### config.mk
export PLATFORM = sky130hd
export DESIGN_NAME = pipeline_ctrl_unit_flat
export DESIGN_NICKNAME = d
export VERILOG_FILES = /design/src/rtl/pipe_ctrl_pkg.sv /design/src/rtl/pipeline_ctrl_unit_if.sv /design/src/rtl/ctrl_decoder.sv /design/src/rtl/pipeline_ctrl_unit.sv /design/src/flat_wrapper.sv
export SDC_FILE = /design/constraint.sdc
export NUM_CORES = 1
export LEC_CHECK = 0
export CAP_MARGIN = 20
export CORE_UTILIZATION = 28
export CTS_CLUSTER_DIAMETER = 30
export DETAILED_ROUTE_END_ITERATION = 10
export GPL_TIMING_DRIVEN = 0
export SYNTH_ARGS = -nofsm -noshare
export SYNTH_HDL_FRONTEND = slang
export SYNTH_HIERARCHICAL = 1
export SYNTH_SLANG_ARGS = --single-unit
### constraint.sdc
create_clock -name clk -period 1.6 [get_ports clk]
set_clock_uncertainty 0.15 [all_clocks]
set_input_delay 0.32 -clock clk [delete_from_list [all_inputs] [get_ports clk]]
set_output_delay 0.32 -clock clk [all_outputs]
set_load 0.005 [all_outputs]
### src/rtl/pipe_ctrl_pkg.sv
// Shared constants and control-bundle types for the pipeline control unit.
// Latency: n/a (types and constants only).
// Backpressure: n/a.
package pipe_ctrl_pkg;

  // Opcodes
  localparam logic [5:0] OP_RTYPE = 6'h00;
  localparam logic [5:0] OP_LW    = 6'h23;
  localparam logic [5:0] OP_SW    = 6'h2B;
  localparam logic [5:0] OP_ADDI  = 6'h08;
  localparam logic [5:0] OP_BEQ   = 6'h04;
  localparam logic [5:0] OP_BNE   = 6'h05;

  // R-type funct codes
  localparam logic [5:0] FN_ADD = 6'h20;
  localparam logic [5:0] FN_SUB = 6'h22;
  localparam logic [5:0] FN_AND = 6'h24;
  localparam logic [5:0] FN_OR  = 6'h25;
  localparam logic [5:0] FN_SLT = 6'h2A;

  // ALU control codes
  localparam int ALU_W = 3;
  localparam logic [ALU_W-1:0] ALU_ADD = 3'b010;
  localparam logic [ALU_W-1:0] ALU_SUB = 3'b110;
  localparam logic [ALU_W-1:0] ALU_AND = 3'b000;
  localparam logic [ALU_W-1:0] ALU_OR  = 3'b001;
  localparam logic [ALU_W-1:0] ALU_SLT = 3'b111;

  // Operand forwarding selects
  localparam logic [1:0] FWD_RF  = 2'b00;
  localparam logic [1:0] FWD_WB  = 2'b01;
  localparam logic [1:0] FWD_MEM = 2'b10;

  // Control carried into EX (everything decode produces)
  typedef struct packed {
    logic             reg_write;
    logic             reg_dst;
    logic             alu_src_b;
    logic             branch;
    logic             bne;
    logic             mem_write;
    logic             mem2reg;
    logic [ALU_W-1:0] alu_ctl;
  } ctrl_e_t;

  // Control still needed once the instruction leaves EX
  typedef struct packed {
    logic reg_write;
    logic mem_write;
    logic mem2reg;
  } ctrl_m_t;

  // Control still needed in WB
  typedef struct packed {
    logic reg_write;
    logic mem2reg;
  } ctrl_w_t;

  localparam int CTRL_E_W = $bits(ctrl_e_t);
  localparam int CTRL_M_W = $bits(ctrl_m_t);
  localparam int CTRL_W_W = $bits(ctrl_w_t);

  localparam ctrl_e_t CTRL_NOP = '0;

  // MEM has priority over WB because it holds the younger result.
  function automatic logic [1:0] fwd_sel(input logic mem_hit, input logic wb_hit);
    if (mem_hit) return FWD_MEM;
    if (wb_hit)  return FWD_WB;
    return FWD_RF;
  endfunction

endpackage

### src/rtl/pipeline_ctrl_unit_if.sv
// Datapath <-> control-unit signal bundle.
// Latency: n/a (wiring only).
// Backpressure: stall/flush travel back to the datapath through this bundle.
interface pipeline_ctrl_unit_if #(
  parameter int REG_AW = 5,
  parameter int ALU_CW = 3
);
  // Datapath -> control
  logic [5:0]        opD;
  logic [5:0]        functD;
  logic [REG_AW-1:0] rsD;
  logic [REG_AW-1:0] rtD;
  logic [REG_AW-1:0] rsE;
  logic [REG_AW-1:0] rtE;
  logic [REG_AW-1:0] writeRegM;
  logic [REG_AW-1:0] writeRegW;
  logic              zeroE;

  // Control -> datapath
  logic              regDst;
  logic              aluSrcB;
  logic [ALU_CW-1:0] aluControl;
  logic [1:0]        fad;
  logic [1:0]        fbd;
  logic              memWrite;
  logic              regWrite;
  logic              mem2Reg;
  logic              pcSrc;
  logic              flush;
  logic              stall;
  logic              illegal;

  // Datapath side
  modport master (
    output opD, functD, rsD, rtD, rsE, rtE, writeRegM, writeRegW, zeroE,
    input  regDst, aluSrcB, aluControl, fad, fbd, memWrite, regWrite, mem2Reg,
           pcSrc, flush, stall, illegal
  );

  // Control-unit side
  modport slave (
    input  opD, functD, rsD, rtD, rsE, rtE, writeRegM, writeRegW, zeroE,
    output regDst, aluSrcB, aluControl, fad, fbd, memWrite, regWrite, mem2Reg,
           pcSrc, flush, stall, illegal
  );
endinterface

### src/rtl/ctrl_decoder.sv
// Combinational opcode/funct decode into the EX control bundle plus an illegal flag.
// Latency: 0 cycles (pure combinational).
// Backpressure: none; the caller decides whether the bundle is used.
module ctrl_decoder
  import pipe_ctrl_pkg::*;
#(
  parameter bit BNE_EN = 1'b1
) (
  input  logic [5:0] op_d,
  input  logic [5:0] funct_d,
  output ctrl_e_t    ctrl,
  output logic       illegal
);

  // Undecodable encodings collapse to an all-zero bundle and raise illegal.
  always_comb begin
    ctrl    = CTRL_NOP;
    illegal = 1'b0;
    case (op_d)
      OP_RTYPE: begin
        ctrl.reg_write = 1'b1;
        ctrl.reg_dst   = 1'b1;
        case (funct_d)
          FN_ADD:  ctrl.alu_ctl = ALU_ADD;
          FN_SUB:  ctrl.alu_ctl = ALU_SUB;
          FN_AND:  ctrl.alu_ctl = ALU_AND;
          FN_OR:   ctrl.alu_ctl = ALU_OR;
          FN_SLT:  ctrl.alu_ctl = ALU_SLT;
          default: begin
            ctrl    = CTRL_NOP;
            illegal = 1'b1;
          end
        endcase
      end
      OP_LW: begin
        ctrl.reg_write = 1'b1;
        ctrl.alu_src_b = 1'b1;
        ctrl.mem2reg   = 1'b1;
        ctrl.alu_ctl   = ALU_ADD;
      end
      OP_SW: begin
        ctrl.mem_write = 1'b1;
        ctrl.alu_src_b = 1'b1;
        ctrl.alu_ctl   = ALU_ADD;
      end
      OP_ADDI: begin
        ctrl.reg_write = 1'b1;
        ctrl.alu_src_b = 1'b1;
        ctrl.alu_ctl   = ALU_ADD;
      end
      OP_BEQ: begin
        ctrl.branch  = 1'b1;
        ctrl.alu_ctl = ALU_SUB;
      end
      OP_BNE: begin
        if (BNE_EN) begin
          ctrl.branch  = 1'b1;
          ctrl.bne     = 1'b1;
          ctrl.alu_ctl = ALU_SUB;
        end else begin
          illegal = 1'b1;
        end
      end
      default: illegal = 1'b1;
    endcase
  end

endmodule

### src/rtl/pipeline_ctrl_unit.sv
// Control and hazard sequencer for a 5-stage pipeline: decode, stage control regs, forwarding, stall, branch flush.
// Latency: EX controls 1 cycle after ID, MEM controls 2, WB controls 3; hazard outputs are same-cycle.
// Backpressure: load-use raises stall (PC/IF-ID hold, bubble into EX); a taken branch raises flush and wins over stall.
module pipeline_ctrl_unit
  import pipe_ctrl_pkg::*;
#(
  parameter int REG_AW = 5,
  parameter int ALU_CW = 3,
  parameter bit BNE_EN = 1'b1
) (
  input logic                clk,
  input logic                rst,
  pipeline_ctrl_unit_if.slave pcu
);

  logic [REG_AW-1:0] rs_d, rt_d, rs_e, rt_e, wr_reg_m, wr_reg_w;

  assign rs_d     = pcu.rsD;
  assign rt_d     = pcu.rtD;
  assign rs_e     = pcu.rsE;
  assign rt_e     = pcu.rtE;
  assign wr_reg_m = pcu.writeRegM;
  assign wr_reg_w = pcu.writeRegW;

  ctrl_e_t dec_ctrl;
  logic    dec_illegal;

  ctrl_decoder #(.BNE_EN(BNE_EN)) u_decoder (
    .op_d    (pcu.opD),
    .funct_d (pcu.functD),
    .ctrl    (dec_ctrl),
    .illegal (dec_illegal)
  );

  ctrl_e_t ctrl_e_q, ctrl_e_d;
  ctrl_m_t ctrl_m_q, ctrl_m_d;
  ctrl_w_t ctrl_w_q, ctrl_w_d;
  logic    illegal_q, illegal_d;

  logic       pc_src;
  logic       load_use;
  logic       stall_hz;
  logic       mem_hit_a, wb_hit_a, mem_hit_b, wb_hit_b;
  logic [1:0] fad_sel, fbd_sel;

  // Branch resolution and load-use detection; only registered EX state and live register numbers feed these.
  // A load and a branch never occupy EX together, but flush still masks stall so the discarded ID slot is not held.
  always_comb begin
    pc_src   = ctrl_e_q.branch & (pcu.zeroE ^ ctrl_e_q.bne);
    load_use = ctrl_e_q.mem2reg && (rt_e != '0) && ((rt_e == rs_d) || (rt_e == rt_d));
    stall_hz = load_use & ~pc_src;
  end

  // Operand forwarding from the MEM and WB producers; register 0 is never forwarded.
  always_comb begin
    mem_hit_a = ctrl_m_q.reg_write && (wr_reg_m != '0) && (wr_reg_m == rs_e);
    wb_hit_a  = ctrl_w_q.reg_write && (wr_reg_w != '0) && (wr_reg_w == rs_e);
    mem_hit_b = ctrl_m_q.reg_write && (wr_reg_m != '0) && (wr_reg_m == rt_e);
    wb_hit_b  = ctrl_w_q.reg_write && (wr_reg_w != '0) && (wr_reg_w == rt_e);
    fad_sel   = fwd_sel(mem_hit_a, wb_hit_a);
    fbd_sel   = fwd_sel(mem_hit_b, wb_hit_b);
  end

  // Next stage contents: a bubble enters EX on stall or flush; older stages simply advance.
  always_comb begin
    ctrl_e_d           = (pc_src || stall_hz) ? CTRL_NOP : dec_ctrl;
    ctrl_m_d           = '0;
    ctrl_m_d.reg_write = ctrl_e_q.reg_write;
    ctrl_m_d.mem_write = ctrl_e_q.mem_write;
    ctrl_m_d.mem2reg   = ctrl_e_q.mem2reg;
    ctrl_w_d           = '0;
    ctrl_w_d.reg_write = ctrl_m_q.reg_write;
    ctrl_w_d.mem2reg   = ctrl_m_q.mem2reg;
    illegal_d          = illegal_q | dec_illegal;
  end

  // Stage control registers; reset drops all in-flight control so no partial write can follow.
  always_ff @(posedge clk) begin
    if (!rst) begin
      ctrl_e_q  <= CTRL_NOP;
      ctrl_m_q  <= '0;
      ctrl_w_q  <= '0;
      illegal_q <= 1'b0;
    end else begin
      ctrl_e_q  <= ctrl_e_d;
      ctrl_m_q  <= ctrl_m_d;
      ctrl_w_q  <= ctrl_w_d;
      illegal_q <= illegal_d;
    end
  end

  // Each datapath control comes from the stage that consumes it.
  assign pcu.regDst     = ctrl_e_q.reg_dst;
  assign pcu.aluSrcB    = ctrl_e_q.alu_src_b;
  assign pcu.aluControl = ALU_CW'(ctrl_e_q.alu_ctl);
  assign pcu.fad        = fad_sel;
  assign pcu.fbd        = fbd_sel;
  assign pcu.memWrite   = ctrl_m_q.mem_write;
  assign pcu.regWrite   = ctrl_w_q.reg_write;
  assign pcu.mem2Reg    = ctrl_w_q.mem2reg;
  assign pcu.pcSrc      = pc_src;
  assign pcu.flush      = pc_src;
  assign pcu.stall      = stall_hz;
  assign pcu.illegal    = illegal_q;

endmodule

### src/flat_wrapper.sv
// flat-port wrapper written by rule: the top's interface ports become plain ports
module pipeline_ctrl_unit_flat import pipe_ctrl_pkg::*;
#(
  parameter int REG_AW = 5,
  parameter int ALU_CW = 3,
  parameter bit BNE_EN = 1'b1
)
  (clk, rst, pcu_opD, pcu_functD, pcu_rsD, pcu_rtD, pcu_rsE, pcu_rtE, pcu_writeRegM, pcu_writeRegW, pcu_zeroE, pcu_regDst, pcu_aluSrcB, pcu_aluControl, pcu_fad, pcu_fbd, pcu_memWrite, pcu_regWrite, pcu_mem2Reg, pcu_pcSrc, pcu_flush, pcu_stall, pcu_illegal);
  pipeline_ctrl_unit_if #(.REG_AW(REG_AW), .ALU_CW(ALU_CW)) pcu_i ();
  input logic clk;
  input logic rst;
  input wire logic [$bits(pcu_i.opD)-1:0] pcu_opD;
  input wire logic [$bits(pcu_i.functD)-1:0] pcu_functD;
  input wire logic [$bits(pcu_i.rsD)-1:0] pcu_rsD;
  input wire logic [$bits(pcu_i.rtD)-1:0] pcu_rtD;
  input wire logic [$bits(pcu_i.rsE)-1:0] pcu_rsE;
  input wire logic [$bits(pcu_i.rtE)-1:0] pcu_rtE;
  input wire logic [$bits(pcu_i.writeRegM)-1:0] pcu_writeRegM;
  input wire logic [$bits(pcu_i.writeRegW)-1:0] pcu_writeRegW;
  input wire logic [$bits(pcu_i.zeroE)-1:0] pcu_zeroE;
  output wire logic [$bits(pcu_i.regDst)-1:0] pcu_regDst;
  output wire logic [$bits(pcu_i.aluSrcB)-1:0] pcu_aluSrcB;
  output wire logic [$bits(pcu_i.aluControl)-1:0] pcu_aluControl;
  output wire logic [$bits(pcu_i.fad)-1:0] pcu_fad;
  output wire logic [$bits(pcu_i.fbd)-1:0] pcu_fbd;
  output wire logic [$bits(pcu_i.memWrite)-1:0] pcu_memWrite;
  output wire logic [$bits(pcu_i.regWrite)-1:0] pcu_regWrite;
  output wire logic [$bits(pcu_i.mem2Reg)-1:0] pcu_mem2Reg;
  output wire logic [$bits(pcu_i.pcSrc)-1:0] pcu_pcSrc;
  output wire logic [$bits(pcu_i.flush)-1:0] pcu_flush;
  output wire logic [$bits(pcu_i.stall)-1:0] pcu_stall;
  output wire logic [$bits(pcu_i.illegal)-1:0] pcu_illegal;
  assign pcu_i.opD = pcu_opD;
  assign pcu_i.functD = pcu_functD;
  assign pcu_i.rsD = pcu_rsD;
  assign pcu_i.rtD = pcu_rtD;
  assign pcu_i.rsE = pcu_rsE;
  assign pcu_i.rtE = pcu_rtE;
  assign pcu_i.writeRegM = pcu_writeRegM;
  assign pcu_i.writeRegW = pcu_writeRegW;
  assign pcu_i.zeroE = pcu_zeroE;
  assign pcu_regDst = pcu_i.regDst;
  assign pcu_aluSrcB = pcu_i.aluSrcB;
  assign pcu_aluControl = pcu_i.aluControl;
  assign pcu_fad = pcu_i.fad;
  assign pcu_fbd = pcu_i.fbd;
  assign pcu_memWrite = pcu_i.memWrite;
  assign pcu_regWrite = pcu_i.regWrite;
  assign pcu_mem2Reg = pcu_i.mem2Reg;
  assign pcu_pcSrc = pcu_i.pcSrc;
  assign pcu_flush = pcu_i.flush;
  assign pcu_stall = pcu_i.stall;
  assign pcu_illegal = pcu_i.illegal;
  pipeline_ctrl_unit #(.REG_AW(REG_AW), .ALU_CW(ALU_CW), .BNE_EN(BNE_EN)) u_core (.clk(clk), .rst(rst), .pcu(pcu_i));
endmodule
==> results of run 1 <==
[state kept, by name, summed over array words and instances, names as in the netlist]
| register | count |
|---|---|
| u_core/ctrl_e_q | 5 |
| u_core/pcu.aluControl | 3 |
| u_core/ctrl_m_q | 2 |
| u_core/pcu.aluSrcB | 1 |
| u_core/pcu.illegal | 1 |
| u_core/pcu.mem2Reg | 1 |
| u_core/pcu.memWrite | 1 |
| u_core/pcu.regDst | 1 |
| u_core/pcu.regWrite | 1 |
[logic make-up (layout without fill, tap and decap cells)]
group           count (synthesis)  after routing  synth area share
simple gates                   56             56             0.293
xor+xnor                       31             31             0.213
compound gates                 24             24             0.154
flops                          16             16             0.251
buf+inv                        16             85            0.0805
mux                             1              1           0.00785
[cell type report]
class | instances | share of cell area
timing repair buffer | 66 | 0.266
tap | 52 | 0.0314
buffer | 15 | 0.0676
clock buffer | 3 | 0.0199
multi-input combinational | 112 | 0.457
sequential | 16 | 0.156
inverter | 1 | 0.00302
[worst max path at each step]
stage / start / to / depth (start not counted)
floorplan: pcu_writeRegM[1] / pcu_fbd[0] / 4
global placement: pcu_writeRegM[1] / pcu_fbd[0] / 6
detailed placement: pcu_writeRegM[1] / pcu_fbd[0] / 6
CTS: pcu_writeRegM[4] / pcu_fad[0] / 6
global route: pcu_writeRegM[4] / pcu_fad[0] / 7
finish: pcu_writeRegM[4] / pcu_fbd[0] / 7
[routing by layer]
metal  GRT usage  wire, um  share of wire  up-vias
li1            -         -              -      651
met1       0.177      1470           0.42      604
met2       0.256      1790           0.52       44
met3      0.0276       165          0.048        4
met4      0.0431        38          0.011        0
met5           0         0              0        -
[critical path, stage by stage]
cell     delay (ns)
buf_8          0.09
or4_4          0.53
o21ai_4        0.14
buf_4          0.13
nor4_4         0.04
nor4_2         0.14
buf_2          0.15
[report_power, final]
part           total (mW)  leakage [nW]  internal, mW  switching (mW)
Combinational       0.305         0.727         0.160           0.144
Sequential          0.404         0.130         0.403         0.00167
Clock               0.292        0.0216         0.166           0.126
[synth_stat cells (all sizes together), types with 2 or more instances]
| library cell | instances | area (um2) |
|---|---|---|
| a21boi | 2 | 15.0 |
| a21oi | 11 | 92.6 |
| and2 | 6 | 37.5 |
| buf | 12 | 87.6 |
| clkbuf | 3 | 11.3 |
| dfxtp | 16 | 320 |
| nand2 | 3 | 11.3 |
| nand3 | 15 | 75.1 |
| nand4 | 2 | 12.5 |
| nand4b | 2 | 17.5 |
| nor2 | 4 | 15.0 |
| nor2b | 2 | 12.5 |
| nor4 | 7 | 68.8 |
| nor4b | 2 | 17.5 |
| o21a | 2 | 15.0 |
| o21ai | 4 | 31.3 |
| or4 | 5 | 41.3 |
| or4b | 2 | 20.0 |
| xnor2 | 16 | 140 |
| xor2 | 15 | 131 |
[what timing repair did]
action	4_1_cts	5_1_grt
setup buffers	6	5
pin swaps	24	12
cloned	0	0
resized for setup	125	40
setup endpoints to repair	19	19
==> results.json, run 1 <==
{
  "worstMarginPinSlew_ns": 0.329,
  "final_common_cell": "buf_4",
  "overflow": 0,
  "initial_core_util": 0.293,
  "die_y_um": 69.5,
  "grt_start_max_net_pins": 11,
  "cts_tree": "done",
  "p_leak_nw": 0.879,
  "hpwl_mm": 2.60,
  "min-delay-start": "pcu_opD[1]",
  "synth.distinct_cells": 40,
  "diodes": 0,
  "nFillCells": 419,
  "crit_required_ns": 1.13,
  "track_usage": 0.145,
  "worst_slack_ns": -0.424,
  "path_class": "primary input to output port",
  "final_cell_mix": "buf_4 (18), dlygate4sd2_1 (17), xnor2_1 (16)",
  "clock_latency_ns": 0.24,
  "ant_nets": 0,
  "critPathCaptureType": "output port",
  "avgViaCountPerCell": 4.92,
  "drt_iter0_markers": 53,
  "cts_buffer_depth": 2,
  "register_area_um2": 323,
  "synth_warnings": 6,
  "cts.htree.levels": 1,
  "multiInputGateArea_um2": 946,
  "holdWs_ns": 0.278,
  "port_buffers": 55,
  "vdd_drop_max_mv": 0.324,
  "postPlaceCellArea_um2": 1910,
  "dp_slack_ns": -1.31,
  "clk_pin_slew_ns": 0.06,
  "cts_buffers": 3,
  "drc_errors": 0,
  "max-cap-violations": 0,
  "stdcell_area_um2": 2070,
  "r2r_start": "u_core/ctrl_e_q[5]$_SDFF_PP0_",
  "die_area_um2": 4830,
  "syn-num-nets": 189,
  "setup_violations": 6,
  "antenna_found_initial": 0,
  "cp-start-kind": "primary input",
  "arrival_ns": 1.55,
  "synth-seq-area-share": 0.251,
  "core-area_um2": 4350,
  "rrSetupSlack_ns": 0.28,
  "chipWidth_um": 69.5,
  "fin_crit_ns": 2.02,
  "rows": 24,
  "hold_class": "primary input to flop",
  "place_inst": 251,
  "ff2ff_path_depth": 6,
  "avgSynthCellArea_um2": 8.85,
  "rsz0062_at_grt": "yes",
  "ys_ff_latch": 16,
  "relSlewSlack": 0.778,
  "cellPowerDensity_nw_per_um2": 483,
  "drt_wl_total_mm": 3.47,
  "path_max_fanout": 2,
  "pin_count": 61,
  "layout.cells.non_filler": 265,
  "syn-cell-area_um2": 1270,
  "outcome": "finished with violations",
  "hold_path_end": "u_core/ctrl_e_q[6]$_SDFF_PP0_",
  "finalHoldViolCount": 0,
  "maxSlewViolCount": 0,
  "first_pass_iters": 4,
  "synthArstFlopShare": 0,
  "violations": "negative setup slack",
  "drt-wirelength-per-cell_um": 13.1,
  "fin_util": 0.476,
  "grt_pass1_wl_mm": 5.79,
  "place.gp.congestion": 0.850,
  "synth_edf_count": 0,
  "finalNetCount": 260,
  "vias": 1303,
  "clock-sinks": 16,
  "root_buffer": "clkbuf_8",
  "grt_pass1_vias": 1321,
  "synthCells": 144,
  "worstHoldPathCells": 4,
  "synth_ff_type": "dfxtp_1",
  "tns_ns": -1.90,
  "area_growth_pct": 62.5,
  "fmax_mhz": 494,
  "finalCritPeriodShare": 1.26,
  "reg2reg_to": "u_core/ctrl_e_q[9]$_SDFF_PP0_",
  "holdBufCountCts": 0,
  "power_mw": 1.00,
  "layout-drive-gt1-share": 0.385
}
No activity file was read; power rests on OpenSTA's default activity.
==> run 2, diff against run 1 <==
==> constraint.sdc (replaced) <==
create_clock -name clk -period 2.1 [get_ports clk]
set_clock_uncertainty 0.15 [all_clocks]
set_input_delay 0.42 -clock clk [delete_from_list [all_inputs] [get_ports clk]]
set_output_delay 0.42 -clock clk [all_outputs]
set_load 0.005 [all_outputs]
==> run 2 against run 1 <==
Effect of this change: the flow still finishes with violations (negative setup slack); flip-flop and latch count unchanged; first-iteration DRC count shrank 23%; critical path depth is 1 lower; sequential share of layout area is essentially flat; clock power shrank 7.5%; count of clock-buffer cells in the layout increased by 1; cell count stayed put; via count is 3.7% lower; hold slack better by 0.0034 ns; die area unchanged; register-to-register slack better by 0.53 ns; power is 20% lower.
==> results.json, run 2 (synthesized netlist as in run 1, its figures left out) <==
{
  "outcome": "finished with violations",
  "violations": "negative setup slack",
  "clock-sinks": 16,
  "pwr-share-comb": 0.278,
  "grt_pass1_wl_mm": 6.02,
  "drt-wirelength-per-cell_um": 13.0,
  "final_cell_mix": "clkdlybuf4s50_1 (17), xnor2_1 (16), dfxtp_1 (16)",
  "maxSlewViolCount": 0,
  "vias": 1255,
  "fmax_mhz": 439,
  "critPathCaptureType": "output port",
  "clk_pin_slew_ns": 0.06,
  "antenna_found_initial": 0,
  "ant_nets": 0,
  "core-area_um2": 4350,
  "root_buffer": "clkbuf_8",
  "vdd_drop_max_mv": 0.390,
  "area_growth_pct": 60.7,
  "setup_violations": 4,
  "max-cap-violations": 0,
  "grt_pass1_vias": 1291,
  "chipWidth_um": 69.5,
  "cts_tree": "done",
  "avgViaCountPerCell": 4.74,
  "final_common_cell": "clkdlybuf4s50_1",
  "rows": 24,
  "cp-start-kind": "primary input",
  "layout-drive-gt1-share": 0.329,
  "fin_crit_ns": 2.28,
  "arrival_ns": 1.71,
  "pin_count": 61,
  "finalHoldViolCount": 0,
  "swShare": 0.259,
  "hpwl_mm": 2.54,
  "track_usage": 0.151,
  "drt_iter0_markers": 41,
  "crit_required_ns": 1.53,
  "drc_errors": 0,
  "overflow": 0,
  "first_pass_iters": 4,
  "holdWs_ns": 0.281,
  "path_class": "primary input to output port",
  "clockPowerShare": 0.337,
  "worst_slack_ns": -0.180,
  "internal_power_uw": 593,
  "finalCritPeriodShare": 1.09,
  "holdBufCountCts": 0,
  "cts_buffer_depth": 2,
  "drt_wl_total_mm": 3.43,
  "port_buffers": 55,
  "relSlewSlack": 0.754,
  "worstMarginPinSlew_ns": 0.369,
  "cts_buffers": 3,
  "die_y_um": 69.5,
  "diodes": 0,
  "stdcell_area_um2": 2050,
  "largest_register": "u_core/ctrl_e_q",
  "power_frac_seq": 0.385,
  "switching_power_uw": 207,
  "die_area_um2": 4830,
  "finalNetCount": 259,
  "place.gp.congestion": 0.776,
  "postPlaceCellArea_um2": 1890,
  "p_leak_nw": 0.848,
  "hold_class": "flop to flop",
  "largest_register_ffs": 5,
  "rsz0062_at_grt": "yes",
  "grt_start_max_net_pins": 11,
  "path_max_fanout": 2,
  "initial_core_util": 0.293,
  "clock_latency_ns": 0.25,
  "cts.htree.levels": 1,
  "cellPowerDensity_nw_per_um2": 391
}
## run 2: changes by cell type in the layout (fill, tap and decap cells not counted), sizes merged
cell	before	now
dlygate4sd2	17	14
clkdlybuf4s15	0	3
dlymetal6s2s	3	5
clkbuf	12	7
clkdlybuf4s50	10	17
buf	42	38
## run 2: final timing paths
path                                               startpoint                        endpoint  slack (ns)  cells past startpoint
worst max-delay path                         pcu_writeRegM[4]                      pcu_fbd[0]       -0.18                      6
worst min-delay path            u_core/ctrl_e_q[4]$_SDFF_PP0_  u_core/pcu.memWrite$_SDFF_PN0_        0.28                      1
worst max register to register  u_core/ctrl_e_q[5]$_SDFF_PP0_   u_core/ctrl_e_q[4]$_SDFF_PP0_        0.81                      6
worst min register to register  u_core/ctrl_e_q[4]$_SDFF_PP0_  u_core/pcu.memWrite$_SDFF_PN0_        0.28                      1
## run 2: worst max-delay path, stage by stage
cell and delay, ns:
buf_8 0.10, or4_4 0.55, o21ai_4 0.21, nor4_4 0.08
nor4_2 0.21, buf_2 0.15
## run 2: cell type report
type,count,area (um2)
plain buffers,14,131
clock buffers,4,55.1
fillers,435,2300
inverters,1,3.75
multi-input cells,112,896
flip-flops and latches,16,320
well taps,52,65.1
repair buffers,66,578
## run 2: routing by layer
layer | track usage | wire, um | share of wire
met1 | 0.207 | 1630 | 0.47
met2 | 0.242 | 1510 | 0.44
met3 | 0.0392 | 294 | 0.086
met4 | 0.0272 | 0 | 0
met5 | 0 | 0 | 0
## run 2: timing repair
item,4_1_cts,5_1_grt
resized for setup,104,14
pin swaps,21,11
setup endpoints to repair,9,8
setup buffers,8,3
## run 2: per-stage QoR
stage          utilization  setup TNS (ns)  worst slack, ns  total power [mW]  instances
3_3_place_gp         0.434           -5.97           -0.984             0.529        251
5_1_grt              0.471          -0.793           -0.291             0.847        265
6_report             0.471          -0.564           -0.180             0.801        265
3_5_place_dp         0.434           -6.07            -1.07             0.530        251
4_1_cts              0.458          -0.709           -0.246             0.806        262
2_1_floorplan            -               0           0.0760             0.411        144
## run 2: power groups by stage
stage               clock [mW]  sequential [mW]  combinational, mW
finish                   0.270            0.308              0.222
global route             0.295            0.308              0.244
CTS                      0.282            0.308              0.217
detailed placement           0            0.315              0.215
global placement             0            0.315              0.214
floorplan                    0            0.315             0.0966
==> run 3, diff against run 2 <==
--- a/config.mk
+++ b/config.mk
@@ -8,6 +8,7 @@
 export CAP_MARGIN = 20
 export CORE_UTILIZATION = 28
 export CTS_CLUSTER_DIAMETER = 30
+export CTS_CLUSTER_SIZE = 16
 export DETAILED_ROUTE_END_ITERATION = 10
 export GPL_TIMING_DRIVEN = 0
 export SYNTH_ARGS = -nofsm -noshare
==> results of run 3 <==
No change in the layout: final DEF, timing and power equal those of run 2.
